**src/rtl/alu_pkg.sv**
```systemverilog
// Shared opcode encoding, issue-FSM states and shift decode for the MIPS ALU
// and its sequencing front-end.
package alu_pkg;

    localparam logic [3:0] ALU_ADD = 4'h0;
    localparam logic [3:0] ALU_SUB = 4'h1;
    localparam logic [3:0] ALU_AND = 4'h2;
    localparam logic [3:0] ALU_OR  = 4'h3;
    localparam logic [3:0] ALU_SHL = 4'h4;
    localparam logic [3:0] ALU_SHR = 4'h5;

    typedef enum logic [1:0] {
        IDLE = 2'd0,
        EXEC = 2'd1,
        DONE = 2'd2
    } alu_issue_state_e;

    function automatic logic is_shift(input logic [3:0] op);
        return (op == ALU_SHL) || (op == ALU_SHR);
    endfunction

endpackage

```
**src/rtl/alu_issue_ctrl_if.sv**
```systemverilog
// Request/response valid-ready channels between a requester and alu_issue_ctrl.
interface alu_issue_ctrl_if #(
    parameter int ALU_SIZE = 8
);
    logic                req_valid;
    logic                req_ready;
    logic [3:0]          req_op;
    logic [ALU_SIZE-1:0] req_a;
    logic [ALU_SIZE-1:0] req_b;
    logic                rsp_valid;
    logic                rsp_ready;
    logic [ALU_SIZE-1:0] rsp_data;
    logic                rsp_carry;

    modport master (
        output req_valid, req_op, req_a, req_b, rsp_ready,
        input  req_ready, rsp_valid, rsp_data, rsp_carry
    );

    modport slave (
        input  req_valid, req_op, req_a, req_b, rsp_ready,
        output req_ready, rsp_valid, rsp_data, rsp_carry
    );
endinterface

```
**src/rtl/alu_issue_ctrl.sv**
```systemverilog
// Issue/sequencing front-end for alu_unit. Define ALU_ISSUE_SHIFT_ITER_EN to run
// multi-bit shifts as repeated 1-bit ALU passes; otherwise shifts take one pass.
module alu_issue_ctrl
    import alu_pkg::*;
#(
    parameter int ALU_SIZE = 8,
    parameter int SHAMT_W  = $clog2(ALU_SIZE)
) (
    input  logic                clk,
    input  logic                rst_n,
    alu_issue_ctrl_if.slave     bus,
    output logic [ALU_SIZE-1:0] alu_in_a,
    output logic [ALU_SIZE-1:0] alu_in_b,
    output logic [3:0]          alu_sel,
    input  logic [ALU_SIZE-1:0] alu_out,
    input  logic                carry_out
);
`ifdef ALU_ISSUE_SHIFT_ITER_EN
    localparam int CNT_W = SHAMT_W;
`else
    // every op is one pass, so a single count bit suffices for any amount width
    localparam int CNT_W = (SHAMT_W > 0) ? 1 : 1;
`endif

    alu_issue_state_e    state_r, state_s;
    logic [CNT_W-1:0]    cnt_r, cnt_s;
    logic [ALU_SIZE-1:0] a_r, a_s, b_r, b_s, data_r, data_s;
    logic [3:0]          sel_r, sel_s;
    logic                carry_r, carry_s, valid_r, valid_s;
`ifdef ALU_ISSUE_SHIFT_ITER_EN
    logic [SHAMT_W-1:0]  shamt_s;
    assign shamt_s = bus.req_b[SHAMT_W-1:0];
`endif

    // Next-state and datapath-register decode
    always_comb begin
        state_s = state_r;
        cnt_s   = cnt_r;
        a_s     = a_r;
        b_s     = b_r;
        sel_s   = sel_r;
        data_s  = data_r;
        carry_s = carry_r;
        case (state_r)
            IDLE: begin
                if (bus.req_valid) begin
                    a_s   = bus.req_a;
                    sel_s = bus.req_op;
                    if (is_shift(bus.req_op)) begin
                        b_s = {ALU_SIZE{1'b0}};
`ifdef ALU_ISSUE_SHIFT_ITER_EN
                        if (shamt_s == {SHAMT_W{1'b0}}) begin
                            state_s = DONE;
                            data_s  = bus.req_a;
                            carry_s = 1'b0;
                        end else begin
                            state_s = EXEC;
                            cnt_s   = shamt_s;
                        end
`else
                        state_s = EXEC;
                        cnt_s   = CNT_W'(1);
`endif
                    end else begin
                        b_s     = bus.req_b;
                        state_s = EXEC;
                        cnt_s   = CNT_W'(1);
                    end
                end else begin
                    state_s = IDLE;
                end
            end
            EXEC: begin
                data_s  = alu_out;
                carry_s = carry_out;
                if (cnt_r == CNT_W'(1)) begin
                    state_s = DONE;
                end else begin
                    a_s   = alu_out;
                    cnt_s = cnt_r - CNT_W'(1);
                end
            end
            DONE: begin
                if (bus.rsp_ready) begin
                    state_s = IDLE;
                end else begin
                    state_s = DONE;
                end
            end
            default: state_s = IDLE;
        endcase
    end

    assign valid_s = (state_s == DONE);

    // State, counter and output registers
    always_ff @(posedge clk or negedge rst_n) begin
        if (!rst_n) begin
            state_r <= IDLE;
            cnt_r   <= {CNT_W{1'b0}};
            a_r     <= {ALU_SIZE{1'b0}};
            b_r     <= {ALU_SIZE{1'b0}};
            sel_r   <= 4'h0;
            data_r  <= {ALU_SIZE{1'b0}};
            carry_r <= 1'b0;
            valid_r <= 1'b0;
        end else begin
            state_r <= state_s;
            cnt_r   <= cnt_s;
            a_r     <= a_s;
            b_r     <= b_s;
            sel_r   <= sel_s;
            data_r  <= data_s;
            carry_r <= carry_s;
            valid_r <= valid_s;
        end
    end

    assign bus.req_ready = (state_r == IDLE);
    assign bus.rsp_valid = valid_r;
    assign bus.rsp_data  = data_r;
    assign bus.rsp_carry = carry_r;
    assign alu_in_a      = a_r;
    assign alu_in_b      = b_r;
    assign alu_sel       = sel_r;
endmodule

```
**src/flat_wrapper.sv**
```systemverilog
// flat-port wrapper written by rule: the top's interface ports become plain ports
module alu_issue_ctrl_flat import alu_pkg::*;
#(
    parameter int ALU_SIZE = 8,
    parameter int SHAMT_W  = $clog2(ALU_SIZE)
)
  (clk, rst_n, alu_in_a, alu_in_b, alu_sel, alu_out, carry_out, bus_req_valid, bus_req_op, bus_req_a, bus_req_b, bus_rsp_ready, bus_req_ready, bus_rsp_valid, bus_rsp_data, bus_rsp_carry);
  alu_issue_ctrl_if #(.ALU_SIZE(ALU_SIZE)) bus_i ();
  input  logic clk;
  input  logic rst_n;
  output logic [ALU_SIZE-1:0] alu_in_a;
  output logic [ALU_SIZE-1:0] alu_in_b;
  output logic [3:0] alu_sel;
  input  logic [ALU_SIZE-1:0] alu_out;
  input  logic carry_out;
  input wire logic [$bits(bus_i.req_valid)-1:0] bus_req_valid;
  input wire logic [$bits(bus_i.req_op)-1:0] bus_req_op;
  input wire logic [$bits(bus_i.req_a)-1:0] bus_req_a;
  input wire logic [$bits(bus_i.req_b)-1:0] bus_req_b;
  input wire logic [$bits(bus_i.rsp_ready)-1:0] bus_rsp_ready;
  output wire logic [$bits(bus_i.req_ready)-1:0] bus_req_ready;
  output wire logic [$bits(bus_i.rsp_valid)-1:0] bus_rsp_valid;
  output wire logic [$bits(bus_i.rsp_data)-1:0] bus_rsp_data;
  output wire logic [$bits(bus_i.rsp_carry)-1:0] bus_rsp_carry;
  assign bus_i.req_valid = bus_req_valid;
  assign bus_i.req_op = bus_req_op;
  assign bus_i.req_a = bus_req_a;
  assign bus_i.req_b = bus_req_b;
  assign bus_i.rsp_ready = bus_rsp_ready;
  assign bus_req_ready = bus_i.req_ready;
  assign bus_rsp_valid = bus_i.rsp_valid;
  assign bus_rsp_data = bus_i.rsp_data;
  assign bus_rsp_carry = bus_i.rsp_carry;
  alu_issue_ctrl #(.ALU_SIZE(ALU_SIZE), .SHAMT_W(SHAMT_W)) u_core (.clk(clk), .rst_n(rst_n), .bus(bus_i), .alu_in_a(alu_in_a), .alu_in_b(alu_in_b), .alu_sel(alu_sel), .alu_out(alu_out), .carry_out(carry_out));
endmodule
```
**config.mk**
```make
export PLATFORM = sky130hd
export DESIGN_NAME = alu_issue_ctrl_flat
export DESIGN_NICKNAME = d
export VERILOG_FILES = /design/src/rtl/alu_pkg.sv /design/src/rtl/alu_issue_ctrl_if.sv /design/src/rtl/alu_issue_ctrl.sv /design/src/flat_wrapper.sv
export SDC_FILE = /design/constraint.sdc
export NUM_CORES = 1
export LEC_CHECK = 0
export BUFFER_PORTS_ARGS = -buffer_cell sky130_fd_sc_hd__buf_2
export CAP_MARGIN = 20
export CORE_AREA = 4 4 42 81
export CTS_BUF_LIST = sky130_fd_sc_hd__clkbuf_8
export DETAILED_ROUTE_END_ITERATION = 6
export DIE_AREA = 0 0 46 85
export PLACE_DENSITY = 0.82
export SYNTH_ARGS = -nofsm -noshare
export SYNTH_HDL_FRONTEND = slang
export SYNTH_SLANG_ARGS = --single-unit
export TNS_END_PERCENT = 30
```
**constraint.sdc**
```tcl
create_clock -name clk -period 2.2 [get_ports clk]
set_input_delay 0.22 -clock clk [delete_from_list [all_inputs] [get_ports clk]]
set_output_delay 0.22 -clock clk [all_outputs]
set_load 0.02 [all_outputs]
```
# Yosys cells after proc, flatten, opt, wreduce, memory -nomap -nowiden

Index checks and enable logic that the tools add are counted.

Bits in registers: 33

Add/subtract/negate cells: 1
Mux-type cells: 11
Equal/unequal tests: 7
Reduce and logical (&&, ||, !) cells: 6

Operator list:

| cell                                                                  | number |
|---|---|
| 8-bit two-way mux                                                     | 3 |
| 8-bit one-hot mux with 2 select lines                                 | 1 |
| 4-bit by 3-bit equality test with 1-bit output, second input constant | 2 |
| 2-bit one-hot mux with 3 select lines                                 | 1 |
| 2-bit equality test, second input constant                            | 2 |
| 2-bit two-way mux                                                     | 2 |
| 2-bit inequality test, second input constant                          | 2 |
| 2-bit AND reduction                                                   | 2 |
| 1-bit two-way mux                                                     | 3 |
| 3-bit AND reduction                                                   | 1 |
| 2-bit by 1-bit equality test with 1-bit output, second input constant | 1 |
| 2-bit logical NOT                                                     | 1 |
| 1-bit one-hot mux with 2 select lines                                 | 1 |
| 2-bit nonzero test                                                    | 1 |
| 1-bit logical OR                                                      | 1 |
| 1-bit subtractor, second input constant                               | 1 |

# Logic depth before layout (Yosys ltp)

Depth in word-level cells: 3
Mapped depth: 5
Mapped depth without buffers: 3

# Least setup slack after synthesis

OpenSTA, ideal clock, no wires.

Path type: register -> register
From: register u_core.state_r[1]
To: register u_core.sel_r[2], in the netlist u_core.alu_sel[2]
Setup time: 125 ps
Arrival: 1353 ps
Slack: 722 ps
Stages on the path, launching flop included: 5
Path through: dfrtp_1 -> or3b_1 -> buf_2 -> buf_6 -> mux2_4

Cells in the longest elaborated chain, start to end: 2

RTL lines:

| what                          | line                  | RTL |
|---|---|---|
| start, declared               | alu_issue_ctrl.sv:25  | `alu_issue_state_e state_r, state_s;` |
| start signal, assigned        | alu_issue_ctrl.sv:108 | `state_r <= state_s;` |
| 2-bit logical NOT             | alu_issue_ctrl.sv:44  | `case (state_r)` |
| 2-bit AND reduction (no line) | -                     |  |
| end signal, assigned          | alu_issue_ctrl.sv:112 | `sel_r <= sel_s;` |
| end, declared                 | alu_issue_ctrl.sv:28  | `logic [3:0] sel_r, sel_s;` |

Every way passes these cells.
A chain may end at the register's enable or synchronous reset.

# Final worst setup path

From: register u_core.state_r[1]
To: register u_core.b_r[5], in the netlist u_core.alu_in_b[5]

Cells in the longest elaborated chain, start to end: 2

RTL lines:

| what                          | line                  | RTL |
|---|---|---|
| 2-bit logical NOT             | alu_issue_ctrl.sv:44  |  |
| 2-bit AND reduction (no line) | -                     |  |
| end signal, assigned          | alu_issue_ctrl.sv:102 | `b_r <= {ALU_SIZE{1'b0}};` |
| end signal, assigned          | alu_issue_ctrl.sv:111 | `b_r <= b_s;` |
| end, declared                 | alu_issue_ctrl.sv:27  | `logic [ALU_SIZE-1:0] a_r, a_s, b_r, b_s, data_r, data_s;` |

Every way passes these cells.

==> summary.md <==
| Metric | Value |
|---|---|
| Synthesis-to-layout area growth | 30.8% |
| I/O pin count | 64 |
| Synth top area cells | dfrtp_1, mux2_2, nand2_1 |
| Clock transition at path regs | 0.06 ns |
| Routed Antenna Nets | 0 |
| CP peak stage delay | 0.66 ns |
| Netlist area before placement | 1350 µm² |
| Failing checks | hold timing |
| Die Ht | 85 µm |
| Slowest CP cell | or3b_1 |
| Place WS | 0.568 ns |
| #FFs+latches synth | 33 |
| Syn_area_per_cell | 12.6 µm² |
| Largest buffer count on any clock path | 2 |
| Core area | 2770 µm² |
| Vias | 1047 |
| Post-synth cell types | 16 |
| Worst Path Required | 2.41 ns |
| Met2 WL | 1730 µm |
| Starting Density | 48.7% |
| Root Buffer | clkbuf_8 |
| Cts hold-fix bufs | 0 |
| WL met1 | 946 µm |
| Row cnt | 27 |
| Tcrit/Tclk final | 75.2% |
| Fin worst setup slack | 0.546 ns |
| Hpwl dp | 2360 µm |
| Synthesized netlist net count | 140 |
| Setup_tns | 0 ns |
| Final Net Count | 206 |
| Yosys top cell area share | 61.2% |
| Pwr/cell area | 1530 nW/µm² |
| Synthesized instance count | 107 |
| Min-delay worst type | in2async |
| Crit-path cells | or3b_1, nor2_4, a22o_1 |
| First-pass DRT Iterations | 4 |
| Synth Flop Type | dfrtp_1 |
| YS warnings | 0 |
| Layout fillers | 248 |
| Vias in the first global route | 1129 |
| Synth area leader | dfrtp_1 |
| Least-Margin Pin Slew | 0.707 ns |
| Nature of the critical path endpoint | flop |
| GRT overflow | 0 |
| CTS sink cnt | 33 |
| Share of layout cells above drive strength 1 | 49.1% |
| Die width | 46 µm |
| Status | finished, violations left |
| Finished Core Util | 63.7% |
| DR DRC count | 0 |
| Slew Limit Fails | 0 |
| Post-synth ARST share | 100% |
| Max-cap violations | 0 |
| Die area | 3910 µm² |
| Number of CTS-inserted buffers | 5 |
| Unrepaired setup endpoints after global routing | no |
| Met3 routed WL | 263 µm |
| H-Tree Level Count | 2 |
| Post-synth EDFFs | 0 |
| Fin crit period | 1.65 ns |
| Routed wire length | 3040 µm |
| # diodes | 0 |
| TritonCTS clock tree | done |
| WP buf/inv | 0 |
| Critical Path Source Type | flop |
| GPL Wtd Cong | 0.669 |
| Top post-synthesis cells by count | dfrtp_1, nand2_1, mux2_2, a22o_1, mux2_1 |
| Largest net degree at the start of global routing | 34 |
| Port Buffers | 63 |
| WL/cell | 15.0 µm |
| First-pass GRT wire length | 4930 µm |
| Post-CTS setup buffer count | 0 |
| CP arrival | 1.86 ns |
| Initial antenna violation count | 0 |
| Cell family with most CP delay | simple AND/OR/NAND/NOR gates |
| Total GRT Usage | 17.4% |
| Final setup vio count | 0 |
| Skew-Pair Late Insertion Delay | 0.27 ns |
| Slew HR | 52.9% |
| Final hold vios | 6 |
| Most frequent cell after synthesis | dfrtp_1 |
| Crit path kind | reg2reg |
| Fmax achieved | 0.604 GHz |
| Clock skew | 0.00489 ns |
| VDD IR-drop max | 0.000799 V |
| Worst hold slack | -0.00396 ns |
| Seq/Total Area, Yosys | 61.2% |
| Static Leak | 0.929 nW |
| Via-to-Cell Ratio | 5.18 |
| Crit-path max FO | 14 |
| DRT iter0 DRCs | 14 |
| Post-CTS Resized | 0 |
| Highest metal used | met4 |
area by class of cell:
cell class	instances	area [µm²]	share of cell area [%]
multi-input cells	69	494	28.0
well taps	29	36.3	2.06
flip-flops and latches	33	826	46.8
repair buffers	64	323	18.3
clock buffers	6	82.6	4.68
clock inverters	1	3.75	0.213
worst register-to-register path, stage by stage, from the launching register on:
cell	delay, ns
dfrtp_1	0.45
or3b_1	0.66
nor2_4	0.31
a22o_1	0.17
cells by family (layout without fill, tap and decap cells):
group	count (synthesis)	count (layout)	share of synthesized area (%)
AOI/OAI and AO/OA	11	11	7.14
buffers and inverters	5	71	2.22
DFF	33	33	61.2
muxes	20	20	17.0
and+or+nand+nor	38	38	12.5
cells in the final DEF, fill, tap and decap left out, types with 3 or more instances in the layout:
cell | Yosys | routed
nand2_1 | 28 | 28
nand2b_1 | 3 | 3
a22o_1 | 10 | 10
mux2_2 | 12 | 12
mux2_1 | 7 | 7
dfrtp_1 | 33 | 33
clkbuf_8 | 0 | 6
buf_2 | 3 | 63
nor2_1 | 3 | 3
state kept, by name (all words and copies together), names as in the netlist:
name / count
u_core.bus.rsp_carry: 1
u_core.alu_sel: 4
u_core.alu_in_b: 8
u_core.alu_in_a: 8
u_core.bus.rsp_valid: 1
u_core.cnt_r: 1
u_core.state_r: 2
u_core.bus.rsp_data: 8
metal layers:
metal / up-vias / track usage [%]
met3: 10 / 4.46
met1: 491 / 15.9
met4: 0 / 9.84
li1: 497 / -
met2: 49 / 31.7
met5: - / 0
path summary, 6_finish.rpt:
path                                      startpoint                   end  depth (start not counted)  slack [ns]
worst max-delay path               u_core.state_r[1]    u_core.alu_in_b[5]                          3        0.55
worst min-delay path                           rst_n    u_core.alu_in_a[3]                          1      -0.004
worst max register to register     u_core.state_r[1]    u_core.alu_in_b[5]                          3        0.55
worst min register to register  u_core.bus.rsp_carry  u_core.bus.rsp_carry                          2        0.47
max in group asynchronous                      rst_n  u_core.bus.rsp_valid                          1        1.75
min in group clk                           carry_out  u_core.bus.rsp_carry                          3        0.14
through the flow:
step,cell area [µm²],std cells,hold slack (ns),total power [mW]
after global placement,1680,195,0.294,2.24
after detailed placement,1680,195,0.311,2.30
after floorplan,1350,107,-0.0756,1.88
final,1770,202,-0.00396,2.70
after CTS,1770,202,0.0125,2.74
after global routing,1770,202,0.0477,2.87
power by group:
part / switching [mW] / internal, mW
sequential: 0.154 / 0.893
combinational: 0.729 / 0.496
clock: 0.188 / 0.243
total: 1.07 / 1.63
Power figures use the tool's default switching activity.
